File: config.mk
export PLATFORM = sky130hd
export DESIGN_NAME = step_core
export DESIGN_NICKNAME = d
export VERILOG_FILES = /design/src/rtl/step_core.sv
export SDC_FILE = /design/constraint.sdc
export NUM_CORES = 1
export LEC_CHECK = 0
export ABC_AREA = 1
export BUFFER_PORTS_ARGS = -buffer_cell sky130_fd_sc_hd__buf_2
export CAP_MARGIN = 0
export CELL_PAD_IN_SITES_DETAIL_PLACEMENT = 1
export CELL_PAD_IN_SITES_GLOBAL_PLACEMENT = 1
export CORE_MARGIN = 3
export CORE_UTILIZATION = 45
export DETAILED_ROUTE_END_ITERATION = 10
export GPL_ROUTABILITY_DRIVEN = 1
export PLACE_DENSITY = 0.86
export SLEW_MARGIN = 20
export SYNTH_ARGS = -nofsm -noshare
export SYNTH_HDL_FRONTEND = slang
export SYNTH_SLANG_ARGS = --single-unit
File: constraint.sdc
create_clock -name clock -period 6.5 [get_ports clock]
set_clock_uncertainty 0.15 [all_clocks]
set_input_delay 0.325 -clock clock [delete_from_list [all_inputs] [get_ports clock]]
set_output_delay 0.325 -clock clock [all_outputs]
set_load 0.02 [all_outputs]
File: src/rtl/step_core.sv
// Multi-cycle accumulator core: fetches 16-bit instructions from shared memory over a
// req/ack handshake, executes them against acc/dp/pc and writes results back.
module step_core #(
    parameter int DATA_W     = 16,
    parameter int ADDR_W     = 15,
    parameter int START_ADDR = 9216,
    parameter int DATA_WRAP  = 8000,
    parameter int TICK_DIV   = 11
) (
    input  logic              clock,
    input  logic              reset_n,
    output logic              mem_req,
    output logic              mem_we,
    output logic [ADDR_W-1:0] mem_addr,
    output logic [DATA_W-1:0] mem_wdata,
    input  logic [DATA_W-1:0] mem_rdata,
    input  logic              mem_ack,
    output logic              halted,
    output logic [ADDR_W-1:0] pc_dbg
);

    localparam int CNT_W = (TICK_DIV > 1) ? $clog2(TICK_DIV) : 1;
    localparam logic [ADDR_W-1:0] PC_BASE = ADDR_W'(START_ADDR);

    typedef enum logic [2:0] {
        S_FETCH  = 3'd0,
        S_DECODE = 3'd1,
        S_EXEC   = 3'd2,
        S_MEM    = 3'd3,
        S_HALT   = 3'd4
    } state_t;

    state_t            state, state_nx;
    logic [CNT_W-1:0]  tcnt;
    logic              tick;
    logic [ADDR_W-1:0] pc, pc_nx;
    logic [ADDR_W-1:0] dp, dp_nx;
    logic [DATA_W-1:0] acc, acc_nx;
    logic [15:0]       instr, instr_nx;
    logic [3:0]        op;
    logic [11:0]       imm;
    logic              req_c, we_c;

    // Only the JUMP increment is bounded; SETDP may load any value.
    function automatic logic [ADDR_W-1:0] dp_jump_step(input logic [ADDR_W-1:0] d);
        logic [ADDR_W:0] n;
        n = {1'b0, d} + (ADDR_W+1)'(1);
        if (n > (ADDR_W+1)'(DATA_WRAP))
            return '0;
        return n[ADDR_W-1:0];
    endfunction

    function automatic logic [DATA_W-1:0] add_imm(input logic [DATA_W-1:0] a,
                                                  input logic [11:0]       i);
        return a + DATA_W'(i);
    endfunction

    assign op        = instr[15:12];
    assign imm       = instr[11:0];
    assign tick      = (tcnt == CNT_W'(TICK_DIV - 1));
    assign mem_wdata = acc;
    assign pc_dbg    = pc;

    // Reset must force the bus idle immediately, even though the FSM sits in FETCH.
    assign mem_req = req_c & reset_n;
    assign mem_we  = we_c & reset_n;

    always_comb begin
        state_nx = state;
        pc_nx    = pc;
        dp_nx    = dp;
        acc_nx   = acc;
        instr_nx = instr;
        req_c    = 1'b0;
        we_c     = 1'b0;
        mem_addr = pc;
        halted   = 1'b0;
        case (state)
            S_FETCH: begin
                req_c = 1'b1;
                if (mem_ack) begin
                    instr_nx = mem_rdata[15:0];
                    state_nx = S_DECODE;
                end
            end
            S_DECODE: begin
                if (op == 4'h0 || op == 4'h1)
                    state_nx = S_MEM;
                else if (op == 4'hF)
                    state_nx = S_HALT;
                else
                    state_nx = S_EXEC;
            end
            S_EXEC: begin
                state_nx = S_FETCH;
                pc_nx    = pc + ADDR_W'(1);
                case (op)
                    4'h2: acc_nx = add_imm(acc, imm);
                    4'h3: begin
                        pc_nx = PC_BASE;
                        dp_nx = dp_jump_step(dp);
                    end
                    4'h4: dp_nx = ADDR_W'(imm);
                    4'h5: if (acc != '0) pc_nx = PC_BASE + ADDR_W'(imm);
                    default: ;
                endcase
            end
            S_MEM: begin
                req_c    = 1'b1;
                we_c     = (op == 4'h1);
                mem_addr = dp;
                if (mem_ack) begin
                    if (op == 4'h0)
                        acc_nx = mem_rdata;
                    pc_nx    = pc + ADDR_W'(1);
                    state_nx = S_FETCH;
                end
            end
            S_HALT: halted = 1'b1;
            default: state_nx = S_FETCH;
        endcase
    end

    always_ff @(posedge clock or negedge reset_n) begin
        if (!reset_n) begin
            state <= S_FETCH;
            tcnt  <= '0;
            pc    <= PC_BASE;
            dp    <= '0;
            acc   <= '0;
            instr <= '0;
        end else begin
            tcnt <= tick ? '0 : tcnt + CNT_W'(1);
            if (tick) begin
                state <= state_nx;
                pc    <= pc_nx;
                dp    <= dp_nx;
                acc   <= acc_nx;
                instr <= instr_nx;
            end
        end
    end

endmodule

# == Yosys cells after proc, flatten, opt, wreduce, memory -nomap -nowiden ==
# Cells that the tools add are included.
# word_totals
output_inout_bits,49
in_bits,19
register_bits,69
elab_cells,66
# op_classes
n_reduce_logical,12
eq_ne,15
addsub,5
n_mux,24
n_lt_le_gt_ge,1
bitwise_logic,3
# op_table
operator,n
$pmux W15 S2,3
$mux W15,5
$mux W16,3
$pmux W16 S2,1
$add A15 B1 Y16 const B,1
$add A16 B12 Y16,1
$gt A16 B13 Y1 const B,1
$reduce_bool A16 Y1,1
$add A14 B12 Y15 const A,1
$add A15 B1 Y15 const B,1
$mux W3,4
$pmux W3 S4,1
$reduce_and A3 Y1,3
$eq A4 B2 Y1 const B,2
$eq A4 B3 Y1 const B,2
$eq A4 B4 Y1 const B,2
$eq A3 B2 Y1 const B,2
$mux W1,6
$ne A2 B2 Y1 const B,3
$reduce_and A5 Y1,1
$add A4 B1 Y4 const B,1
$eq A4 B1 Y1 const B,1
$logic_not A4 Y1,1
$mux W4,1
10 further kinds,12

# == Depth between registers and ports, before layout ==
# depth
depth_word,7
depth_mapped,13
depth_no_buf,12

# == Least setup slack after synthesis ==
# OpenSTA, ideal clock, no wires.
# synth_timing
path_kind,reg2reg
start,reg acc[0] (netlist: mem_wdata[0])
end,reg acc[10] (netlist: mem_wdata[10])
period_less_slack_ns,2.340
setup_ns,0.065
t_required_ns,6.285
arrival_ns,2.125
setup_slack_ns,4.160
n_path_buf,0
path_stages_with_launch,12
cell_sequence,dfrtp_1 -> ha_1 -> inv_1 -> fa_1 -> o21ai_0 -> nand2_1 -> nand2_1 -> a21oi_1 -> or2_2 -> nand3_1 -> nand2_1 -> nand2_1
# synth_between
elab_chain_cells,3
# synth_lines
item,line,source
from (decl),38,"logic [DATA_W-1:0] acc, acc_nx;"
from (signal assigned),138,acc <= acc_nx;
$add A16 B12 Y16,55,return a + DATA_W'(i);
$mux W16,97,case (op)
$pmux W16 S2,78,case (state)
# No other way between the ends. The select of a mux whose other input is x is not followed.
# A chain may end at the register's enable or synchronous reset.

# == Final worst setup path ==
# layout_timing
start,in reset_n
end,out mem_req
# layout_between
elab_chain_cells,1
# layout_lines
item,line,source
from (decl),11,"input logic reset_n,"
$and A1 B1 Y1,65,assign mem_req = req_c & reset_n;
to (decl),12,"output logic mem_req,"
# No other way between the ends.

==> flow_metrics.py <==
metrics = {
    "drt": {
        "dr.pass1.iters": 5,
        "via_count": 5062,
        "ant_nets": 0,
        "wl_um": 15740,
        "drt_iter0_drc": 320,
        "route.detailed.drc": 0,
        "wire_per_inst_um": 17.36,
        "viasPerCell": 5.581,
    },
    "placement": {
        "gp_congestion": 0.8837,
        "dpl_cell_area_mm2": 0.005275,
        "dp_hpwl_um": 11980,
        "dp_cells": 890,
        "port_buffers": 67,
    },
    "clock_network": {
        "cts.path.max_buffers": 2,
        "clkTransAtPathRegs_ns": 0.08,
        "htree_num_levels": 3,
        "cts_tree": "done",
        "cts.sinks": 69,
        "clk_latency_ns": 0.36,
        "cts_buffers": 9,
        "cts-root-buf": "clkbuf_8",
        "ctsResizeCount": 0,
    },
    "flow_run": {
        "cap_violations": 0,
    },
    "power_and_ir_drop": {
        "clockPowerShare_pct": 29.0,
        "pwr-share-comb_pct": 24.8,
        "irDropWorstVdd_mv": 0.08390,
        "pwr-share-seq_pct": 46.1,
        "cellLeakagePower_nw": 2.824,
        "p_sw_mw": 0.4010,
        "swShare_pct": 37.00,
        "p_per_area_mw_per_mm2": 198.9,
        "intPower_mw": 0.6828,
    },
    "worst_setup_path": {
        "critPathMaxFanout": 40,
        "crit_path_frequent_cell": "buf_2",
        "cp.depth": 6,
        "critPathMaxStageDelay_ns": 0.63,
        "path_class": "in2out",
        "reg2reg_setup_slack_ns": 3.63,
        "worstPathArrival_ns": 2.45,
        "crit_chain": "dlygate4sd3_1 > buf_2 > buf_4 > inv_1 > a21oi_1 > buf_2",
        "cp_slowest_cell": "buf_2",
        "critical_path_required_ns": 6.02,
        "timing.critical_path.to": "mem_req",
        "worstRegToRegCells": 9,
        "cp-end-kind": "output port",
        "crit_family": "buffers and inverters",
        "cp-startpoint": "reset_n",
        "r2r_end": "mem_wdata[14]",
        "start_kind": "primary input",
        "critPathBufInv": 5,
        "rr_startpoint": "state[1]",
    },
    "cells_and_area": {
        "final_nets": 801,
        "finalNonFillerCells": 907,
        "layout-drive-gt1-share_pct": 14.14,
        "fillers": 1450,
        "diodes": 0,
        "fin_area_mm2": 0.005448,
        "area_delta_synth_final_pct": 11.38,
    },
    "outcome": {
        "outcome": "complete, no violations",
    },
    "logic_synthesis": {
        "seq_area_frac_synth_pct": 35.35,
        "syn_area_per_cell_um2": 6.928,
        "postSynthCellCount": 706,
        "ys_ff_latch": 69,
        "ys_types": 46,
        "synth_warnings": 0,
        "synth_fp_nets": 741,
        "syn_area_mm2": 0.004891,
    },
    "floorplan": {
        "dieArea_mm2": 0.01216,
        "start_util_pct": 46.75,
        "row_count": 37,
        "coreArea_mm2": 0.01046,
        "io_pins": 68,
        "die_y_um": 110.3,
        "die_w_um": 110.3,
    },
    "worst_hold_path": {
        "hold_class": "in2reg",
    },
    "sta": {
        "clock.fmax_mhz": 341.4,
        "worst_pin_slew_ns": 1.024,
        "setup_tns_ns": 0,
        "rsz0062_at_grt": "false",
        "fin_crit_sh_pct": 45.06,
        "maxSlewViolCount": 0,
        "min_period_ns": 2.929,
        "hold_viol": 0,
        "setup_viol": 0,
        "slew_headroom_pct": 31.64,
    },
    "grt": {
        "antenna_found_initial": 0,
        "grt.total_usage_pct": 27.84,
        "grt_pass1_vias": 5227,
        "grt_max_degree": 45,
        "grt_overflow": 0,
        "grt_pass1_wl_um": 26130,
    },
}
## power by group through the flow
| stage | Combinational [mW] | Sequential (mW) | Clock, mW |
|---|---|---|---|
| 2_1_floorplan | 0.166 | 0.510 | 0 |
| 3_3_place_gp | 0.257 | 0.506 | 0 |
| 3_5_place_dp | 0.268 | 0.507 | 0 |
| 4_1_cts | 0.271 | 0.499 | 0.320 |
| 5_1_grt | 0.306 | 0.505 | 0.343 |
| 6_report | 0.269 | 0.500 | 0.314 |
## worst reg2reg max path, stage by stage (launching register included)
cell       delay (ns)
dfrtp_1          0.41
inv_1            0.12
nor2_4           0.06
nand2_4          0.37
inv_2            0.32
a21oi_4          0.26
o2111ai_1        0.51
a21oi_1          0.40
o21ai_0          0.13
nand2_1          0.07
## layout make-up
class / count / area [um2] / area share (%)
clock inverters: 4 / 27.53 / 0.5053
flip-flops and latches: 69 / 1729 / 31.74
clock buffers: 12 / 135.1 / 2.480
well taps: 136 / 170.2 / 3.124
inverters: 86 / 322.8 / 5.926
repair buffers: 70 / 360.3 / 6.615
multi-input cells: 530 / 2703 / 49.61
## registers in the layout (all words and copies together), names as in the netlist
signal and flops:
instr 16, pc_dbg 15, dp 15, state 3, mem_wdata 16, tcnt 4
## repair_timing
action,in CTS,in global routing
setup buffers,0,0
hold buffers,1,0
hold endpoints to repair,30,0
## logic make-up (layout without fill, tap and decap cells)
family                   Yosys count  after routing  share of synthesized area, %
flip-flops                        69             69                         35.35
XOR/XNOR                          14             14                         2.507
multiplexers                       5              5                         1.100
adder cells (fa/ha/maj)           16             16                         4.247
AO/OA/AOI/OAI                    155            155                         17.06
AND/OR/NAND/NOR                  340            340                         30.34
buffers and inverters            107            172                         9.389
## synthesized netlist by cell type, drive strengths merged
library cell,instances,share of area (%)
o22ai,3,0.38
o31ai,2,0.31
nand4,14,1.8
ha,15,3.8
nor2,87,7.4
o21ai,55,5.6
a31oi,3,0.38
dfrtp,67,34
nor4,2,0.38
and2,1,0.13
nand2,176,14
a22oi,3,0.46
buf,9,1.4
xor2,12,2.1
mux2i,2,0.41
nand3b,2,0.31
o21bai,1,0.15
o2111ai,1,0.18
inv,86,6.6
nand3,48,5.1
o41ai,1,0.18
clkbuf,11,1.3
mux2,3,0.69
nor3,6,0.72
nor3b,1,0.15
dlygate4sd1,1,0.18
or2,2,0.26
fa,1,0.41
dfstp,2,1.1
a21oi,79,8.3
xnor2,2,0.36
o211ai,5,0.77
a21o,2,0.31
nand2b,1,0.13
## per-layer routing
layer	GRT usage, %	vias up	share of wire (%)
met1	36.67	2467	45
met3	5.591	20	4.6
met2	46.79	137	49
met4	7.388	0	1.6
li1	-	2438	-
met5	0	-	0
## placed cells by master, fill, tap and decap left out, types with 4 or more instances in the layout
master	count
nand2_1	170
inv_1	82
nor2_1	82
a21oi_1	78
dfrtp_1	67
buf_2	67
o21ai_0	54
nand3_1	46
ha_1	15
nand4_1	14
xor2_1	12
clkbuf_8	9
nor2_4	5
nor3_1	5
nand2_2	5
o211ai_1	5
inv_2	4
## stage by stage
step                power, mW  utilization [%]  setup slack [ns]  hold slack [ns]
finish                  1.084            52.07             3.571          0.09868
global route            1.153            52.07             3.231          0.08234
CTS                     1.090            52.07             3.474          0.08096
detailed placement     0.7751            50.42             3.667           0.3018
global placement       0.7621            50.42             3.760           0.2886
floorplan              0.6763                -             4.160          -0.1206
## worst min-delay path by stage
stage	from	end	slack, ns	cells after the start
2_1_floorplan	reset_n	dp[0]	-0.12	0
3_3_place_gp	reset_n	tcnt[1]	0.29	1
3_5_place_dp	reset_n	tcnt[1]	0.30	1
4_1_cts	mem_rdata[5]	instr[5]	0.08	2
5_1_grt	mem_rdata[6]	instr[6]	0.08	2
6_report	mem_rdata[10]	instr[10]	0.1	3
Power figures use the tool's default switching activity.
